$ cat config.mk
export PLATFORM = sky130hd
export DESIGN_NAME = acc_dump_8
export DESIGN_NICKNAME = d
export VERILOG_FILES = /design/src/rtl/acc_dump_pkg.sv /design/src/rtl/acc_add_sat.sv /design/src/rtl/acc_dump_8.sv
export SDC_FILE = /design/constraint.sdc
export NUM_CORES = 1
export LEC_CHECK = 0
export ABC_AREA = 1
export BUFFER_PORTS_ARGS = -buffer_cell sky130_fd_sc_hd__buf_2
export CORE_AREA = 2 2 99 110
export CTS_BUF_LIST = sky130_fd_sc_hd__clkbuf_8
export CTS_CLUSTER_SIZE = 25
export DETAILED_ROUTE_END_ITERATION = 10
export DIE_AREA = 0 0 101 112
export GPL_ROUTABILITY_DRIVEN = 0
export PLACE_DENSITY_LB_ADDON = 0.08
export SLEW_MARGIN = 20
export SYNTH_ARGS = -nofsm -noshare
export SYNTH_HDL_FRONTEND = slang
export SYNTH_HIERARCHICAL = 1
export SYNTH_SLANG_ARGS = --single-unit
$ cat constraint.sdc
create_clock -name clock -period 2.5 [get_ports clock]
set_input_delay 0.125 -clock clock [delete_from_list [all_inputs] [get_ports clock]]
set_output_delay 0.125 -clock clock [all_outputs]
set_load 0.02 [all_outputs]
$ cat src/rtl/acc_dump_pkg.sv
// acc_dump_pkg: shared widths and saturation limits for acc_dump_8.
// Saturation is built only when ACC_DUMP_SAT_EN is defined.
package acc_dump_pkg;

  localparam int IN_W_DEF  = 8;
  localparam int OUT_W_DEF = 16;
  localparam int RATE_W    = 8;

  localparam logic [OUT_W_DEF-1:0] SAT_MAX_DEF =
    {1'b0, {(OUT_W_DEF-1){1'b1}}};
  localparam logic [OUT_W_DEF-1:0] SAT_MIN_DEF =
    {1'b1, {(OUT_W_DEF-1){1'b0}}};

endpackage

$ cat src/rtl/acc_add_sat.sv
// acc_add_sat: signed W-bit adder with overflow detect.
// ACC_DUMP_SAT_EN defined: clamps to the signed range on overflow.
module acc_add_sat
  import acc_dump_pkg::*;
#(
  parameter int W = OUT_W_DEF
) (
  input  logic [W-1:0] a,
  input  logic [W-1:0] b,
  output logic [W-1:0] sum,
  output logic         ovf
);

`ifdef ACC_DUMP_SAT_EN
  localparam logic [W-1:0] LIM_MAX = {1'b0, {(W-1){1'b1}}};
  localparam logic [W-1:0] LIM_MIN = {1'b1, {(W-1){1'b0}}};
`endif

  logic [W-1:0] raw;

  // Same-sign operands giving a different-sign result overflowed
  always_comb begin
    raw = a + b;
    ovf = (a[W-1] == b[W-1]) && (raw[W-1] != a[W-1]);
`ifdef ACC_DUMP_SAT_EN
    if (ovf) begin
      sum = a[W-1] ? LIM_MIN : LIM_MAX;
    end else begin
      sum = raw;
    end
`else
    sum = raw;
`endif
  end

endmodule

$ cat src/rtl/acc_dump_8.sv
// acc_dump_8: accumulate rate+1 signed samples, then dump the sum.
// Optional saturation via ACC_DUMP_SAT_EN (see acc_add_sat).
module acc_dump_8
  import acc_dump_pkg::*;
#(
  parameter int IN_WIDTH  = IN_W_DEF,
  parameter int OUT_WIDTH = OUT_W_DEF
) (
  input  logic                 clock,
  input  logic                 reset_n,
  input  logic                 enable,
  input  logic [RATE_W-1:0]    rate,
  input  logic                 strobe_in,
  input  logic [IN_WIDTH-1:0]  data_in,
  output logic                 strobe_out,
  output logic [OUT_WIDTH-1:0] data_out,
  output logic                 overflow
);

  logic [OUT_WIDTH-1:0] acc_q, acc_d;
  logic [RATE_W-1:0]    cnt_q, cnt_d;
  logic [OUT_WIDTH-1:0] dout_q, dout_d;
  logic                 stb_q, stb_d;
  logic                 ovf_q, ovf_d;

  logic signed [IN_WIDTH-1:0] din_s;
  logic [OUT_WIDTH-1:0]       din_ext;
  logic [OUT_WIDTH-1:0]       add_sum;
  logic                       add_ovf;

  assign din_s   = data_in;
  assign din_ext = OUT_WIDTH'(din_s);

  acc_add_sat #(
    .W (OUT_WIDTH)
  ) u_add (
    .a   (acc_q),
    .b   (din_ext),
    .sum (add_sum),
    .ovf (add_ovf)
  );

  // Frame control: accumulate, dump on the last sample, clear on !enable
  always_comb begin
    acc_d  = acc_q;
    cnt_d  = cnt_q;
    dout_d = dout_q;
    stb_d  = 1'b0;
    ovf_d  = ovf_q;
    if (!enable) begin
      acc_d = '0;
      cnt_d = '0;
    end else if (strobe_in) begin
      ovf_d = ovf_q | add_ovf;
      if (cnt_q >= rate) begin
        dout_d = add_sum;
        acc_d  = '0;
        cnt_d  = '0;
        stb_d  = 1'b1;
      end else begin
        acc_d = add_sum;
        cnt_d = cnt_q + RATE_W'(1);
      end
    end
  end

  // State and registered outputs
  always_ff @(posedge clock or negedge reset_n) begin
    if (!reset_n) begin
      acc_q  <= '0;
      cnt_q  <= '0;
      dout_q <= '0;
      stb_q  <= 1'b0;
      ovf_q  <= 1'b0;
    end else begin
      acc_q  <= acc_d;
      cnt_q  <= cnt_d;
      dout_q <= dout_d;
      stb_q  <= stb_d;
      ovf_q  <= ovf_d;
    end
  end

  assign strobe_out = stb_q;
  assign data_out   = dout_q;
  assign overflow   = ovf_q;

endmodule

## After elaboration in Yosys (flattened, before gate mapping)

Index checks and enable logic that the tools add are counted.

| word-level totals | value |
|---|---|
| register bits | 42 |
| input port bits | 20 |
| output and inout bits | 18 |
| logic and storage cells | 24 |

| cells by class | value |
|---|---|
| $add $sub $neg | 2 |
| order comparisons | 1 |
| equality and inequality tests | 3 |
| mux-type cells | 9 |
| bitwise logic cells | 1 |
| reductions and logical operators | 3 |

Operators with widths:

| cell | number |
|---|---|
| $mux W16 | 3 |
| $mux W8 | 3 |
| $add A16 B16 Y16 | 1 |
| $add A8 B1 Y8 const B | 1 |
| $ge A8 B8 Y1 | 1 |
| $mux W1 | 3 |
| $reduce_and A3 Y1 | 1 |
| $ne A2 B1 Y1 const B | 1 |
| $reduce_and A2 Y1 | 1 |
| $eq A1 B1 Y1 | 1 |
| $logic_and A1 B1 Y1 | 1 |
| $ne A1 B1 Y1 | 1 |
| $or A1 B1 Y1 | 1 |

## Depth between registers and ports, before layout

| logic depth | value |
|---|---|
| depth in word-level cells | 4 |
| gate-level depth with buffers | 13 |

## Cells and area by module

Netlist, hierarchy kept.

Modules (own cells, without submodules):

| module | instances | cells an instance | area each (µm²) | sequential area each (µm²) |
|---|---|---|---|---|
| acc_dump_8 | 1 | 247 | 2045.7 | 1051.0 |
| acc_add_sat | 1 | 182 | 948.4 | 0.0 |

## Worst setup path after synthesis

No wires, ideal clock.

| timing | value |
|---|---|
| path kind | register to register |
| start point | register acc_q[0] |
| end point | register acc_q[8] |
| library setup time | 0.076 ns |
| arrival time | 1.657 ns |
| required time | 2.424 ns |
| slack | 0.767 ns |
| stages on the path, launching flop included | 11 |
| path buffers | 0 |
| clock period less this slack | 1.733 ns |
| cell sequence | dfrtp_1 ha_1 fa_1 nand2_1 nand2_1 and2_4 nand2_1 nand2_1 xor2_1 nand2_1 o21ai_1 |

| between the ends | value |
|---|---|
| cells in the longest elaborated chain, start to end | 4 |

RTL lines:

| element | line | text |
|---|---|---|
| from (decl) | acc_dump_8.sv:20 | `logic [OUT_WIDTH-1:0] acc_q, acc_d;` |
| from (signal assigned) | acc_dump_8.sv:70 | `acc_q <= '0;` |
| from (signal assigned) | acc_dump_8.sv:76 | `acc_q <= acc_d;` |
| $add A16 B16 Y16 | acc_add_sat.sv:23 | `raw = a + b;` |
| net add_sum[8] | acc_dump_8.sv:28 | `logic [OUT_WIDTH-1:0] add_sum;` |
| $mux W16 | acc_dump_8.sv:55 | `if (cnt_q >= rate) begin` |
| $mux W16 | acc_dump_8.sv:53 | `end else if (strobe_in) begin` |
| $mux W16 | acc_dump_8.sv:50 | `if (!enable) begin` |

The timed path passes the listed nets, and every way through them passes these cells. The select of a mux whose other input is x is not followed.
A chain may end at the register's enable or synchronous reset.

## Final worst setup path

| timing | value |
|---|---|
| start point | register cnt_q[5] |
| end point | register dout_q[2] (netlist: data_out[2]) |

| between the ends | value |
|---|---|
| cells in the longest elaborated chain, start to end | 2 |

RTL lines:

| element | line | text |
|---|---|---|
| from (decl) | acc_dump_8.sv:21 | `logic [RATE_W-1:0] cnt_q, cnt_d;` |
| from (signal assigned) | acc_dump_8.sv:77 | `cnt_q <= cnt_d;` |
| $ge A8 B8 Y1 | acc_dump_8.sv:55 |  |
| $reduce_and A3 Y1 (no line) | - |  |
| to (signal assigned) | acc_dump_8.sv:78 | `dout_q <= dout_d;` |
| to (decl) | acc_dump_8.sv:22 | `logic [OUT_WIDTH-1:0] dout_q, dout_d;` |

No other way between the ends.

==> impl_metrics.tcl <==
set metrics [dict create \
    status "complete, but fails checks" \
    violations "hold timing" \
    use_met1_pct 18.34 \
    final-hold-violation-count 33 \
    syn_to_final_growth_pct 13.33 \
    dp_cells 582 \
    p_leak_uw 0.002067 \
    rr_startpoint "cnt_q[5]$_DFFE_PN0P_" \
    tns_ps 0 \
    dr.first_iter.drc_count 74 \
    power.density_mw_per_mm2 551.6 \
    yosysSeqAreaShare_pct 35.10 \
    postLayoutSetupSlackWorst_ps 468.3 \
    dr_total_vias 2599 \
    setup_viol 0 \
    cts_setup_buffers 0 \
    synth_area_mm2 0.002994 \
    path_delay_family "simple AND/OR/NAND/NOR gates" \
    synth_fp_nets 474 \
    period_share_pct 81.27 \
    arrival_ps 2220 \
    htree_num_levels 2 \
    crit_chain "ha_1 > a21oi_1 > nor2_1 > nor2_4 > nand3_4 > buf_4 > nand3_1 > nand2_1" \
    cts.sinks 42 \
    die_width_um 101 \
    drc 0 \
    drive_gt1_share_pct 13.70 \
    cts_resized 0 \
    endpoint "data_out[2]$_DFFE_PN0P_" \
    p_clk_share_pct 24.5 \
    dieArea_mm2 0.01131 \
    grt_max_degree 43 \
    max-cap-violations 0 \
    antenna_found_initial 0 \
    vias_per_cell 4.405 \
    max_freq_ghz 0.4922 \
    grt_pass1_wl_um 12540 \
    yosysUniqueCellTypes 33 \
    initial_utilization_pct 29.22 \
    crit_type "reg -> reg" \
    p_int_uw 1183 \
    grtUsageTotal_pct 13.91 \
    wl_per_cell_um 12.16 \
    port_buffers 37 \
    fin_crit_ps 2032 \
    cts_hold_buffers 0 \
    antenna_left 0 \
    r2r_end "data_out[2]$_DFFE_PN0P_" \
    coreArea_mm2 0.01025 \
    dpl_worst_slack_ps 451.2 \
    antenna_cells 0 \
    synthCells 429 \
    timing.critical_path.buf_inv 1 \
    min_path_type "in -> async" \
    vdd_drop_max_mv 0.1871 \
    reg2regPathDepth 8 \
    switching_power_uw 688.7 \
    r2r_setup_slack_ps 470 \
    crit_path_max_fanout 25 \
    combPwrFrac_pct 32.9 \
    row_count 39 \
    ios 38 \
    ys_seq_elements 42 \
    cp-start-kind "register" \
    grt_pass1_vias 2641 \
    clock_latency_ps 300 \
    cts_tree "done" \
    firstDrtPassIters 4 \
    fin_hold_ws_ps -31.49 \
    global_route.overflow_total 0 \
    final_nets 511 \
    swShare_pct 36.79 \
    cp_slowest_cell "dfrtp_1" \
    crit_path_start "cnt_q[5]$_DFFE_PN0P_" \
    syn_area_per_cell_um2 6.979 \
    max_slew.worst_pin.slew_ps 974.8 \
    die_h_um 112 \
    numCtsBuffers 5 \
    slew-limit-headroom_pct 35.01 \
    global_route.usage.met2_pct 23.56 \
    drt-total-wl_um 7172 \
    grtUsageMet3_pct 1.820 \
    required_ps 2690 \
    path_clk_slew_ps 90 \
    dpl.hpwl_um 5630 \
    pwr-share-seq_pct 42.6 \
    yosysWarnings 6 \
    rsz0062_at_grt "false" \
    cp_num_cells 8 \
    cts-root-buf "clkbuf_8" \
    drv_slew 0 \
    fin_skew_ps 12.30 \
    final_cell_count_no_fill 590 \
    end_kind "register" \
    post-route-util_pct 33.11 \
    clk_path_buf_depth 2 \
    max_stage_delay_ps 450 \
    top_usage_layer "met2" \
]
==> through the flow <==
stage               power (µW)  instance area (µm²)
floorplan                 1248                 2994
global placement          1438                 3302
detailed placement        1438                 3302
CTS                       1910                 3393
global route              2028                 3393
finish                    1872                 3393
==> worst min-delay path by stage <==
| stage | from | endpoint | slack, ps | cells past startpoint |
|---|---|---|---|---|
| 6_report | reset_n | acc_q[2]$_DFFE_PN0P_ | -30 | 1 |
| 3_3_place_gp | reset_n | acc_q[3]$_DFFE_PN0P_ | 350 | 1 |
| 4_1_cts | reset_n | acc_q[3]$_DFFE_PN0P_ | 10 | 1 |
| 2_1_floorplan | reset_n | acc_q[0]$_DFFE_PN0P_ | -170 | 0 |
| 3_5_place_dp | reset_n | acc_q[3]$_DFFE_PN0P_ | 360 | 1 |
| 5_1_grt | reset_n | acc_q[2]$_DFFE_PN0P_ | 40 | 1 |
==> power by group through the flow <==
stage | sequential (µW) | combinational [µW] | clock (µW)
finish | 797 | 616 | 459
global route | 807 | 712 | 509
CTS | 799 | 629 | 482
detailed placement | 812 | 626 | 0
global placement | 812 | 626 | 0
floorplan | 840 | 408 | 0
==> sequential cells by signal, summed over array words and instances (netlist names) <==
name and cells:
data_out 16, cnt_q 8, strobe_out 1, overflow 1, acc_q 16
==> cells in the final DEF (no fill, tap or decap), types with 2 or more instances in the layout <==
cell type / count
buf_4: 3
xor2_1: 9
xnor2_1: 2
nand4_1: 9
nand2_2: 6
nand3b_1: 3
inv_2: 2
clkbuf_8: 6
nand2_1: 181
inv_1: 56
nor2_1: 17
a21oi_1: 8
nand3_1: 27
buf_2: 37
dfrtp_1: 42
o21ai_1: 14
a21o_1: 2
ha_1: 24
o21ai_0: 5
==> area by class of cell <==
type | count | area, µm²
Fill cell | 1155 | 6854
Multi-Input combinational cell | 319 | 1672
Sequential cell | 42 | 1051
Inverter | 58 | 217.7
Timing Repair Buffer | 40 | 207.7
Tap cell | 123 | 153.9
Clock buffer | 6 | 82.58
Clock inverter | 2 | 8.758
==> layer usage <==
layer	wire (µm)	share of wire, %
met2	3309	46
met4	109	1.5
met1	3574	50
met5	0	0
met3	179	2.5
==> synth_stat cells (all sizes together) <==
cell	number	area [µm²]
nand3b	3	22.52
buf	4	31.27
or2	2	15.02
a21o	2	15.01
nor3	3	31.28
fa	1	20.02
inv	57	214.0
clkinv	1	3.750
a21oi	9	48.80
xnor2	2	17.52
nand2	188	728.2
clkbuf	6	22.52
o21ai	19	95.09
nand3	28	152.7
and2	1	8.760
nand4	9	56.30
xor2	9	78.83
dfrtp	42	1051
nor2	19	81.33
ha	24	300.3
==> cells by family after synthesis <==
kind of cell    after synthesis  synth area share (%)
simple gates                253                 36.61
fa+ha+maj                    25                 10.70
buf+inv                      68                 9.068
compound gates               30                 5.307
flops                        42                 35.10
xor+xnor                     11                 3.218
(Power assumes the default switching activity.)
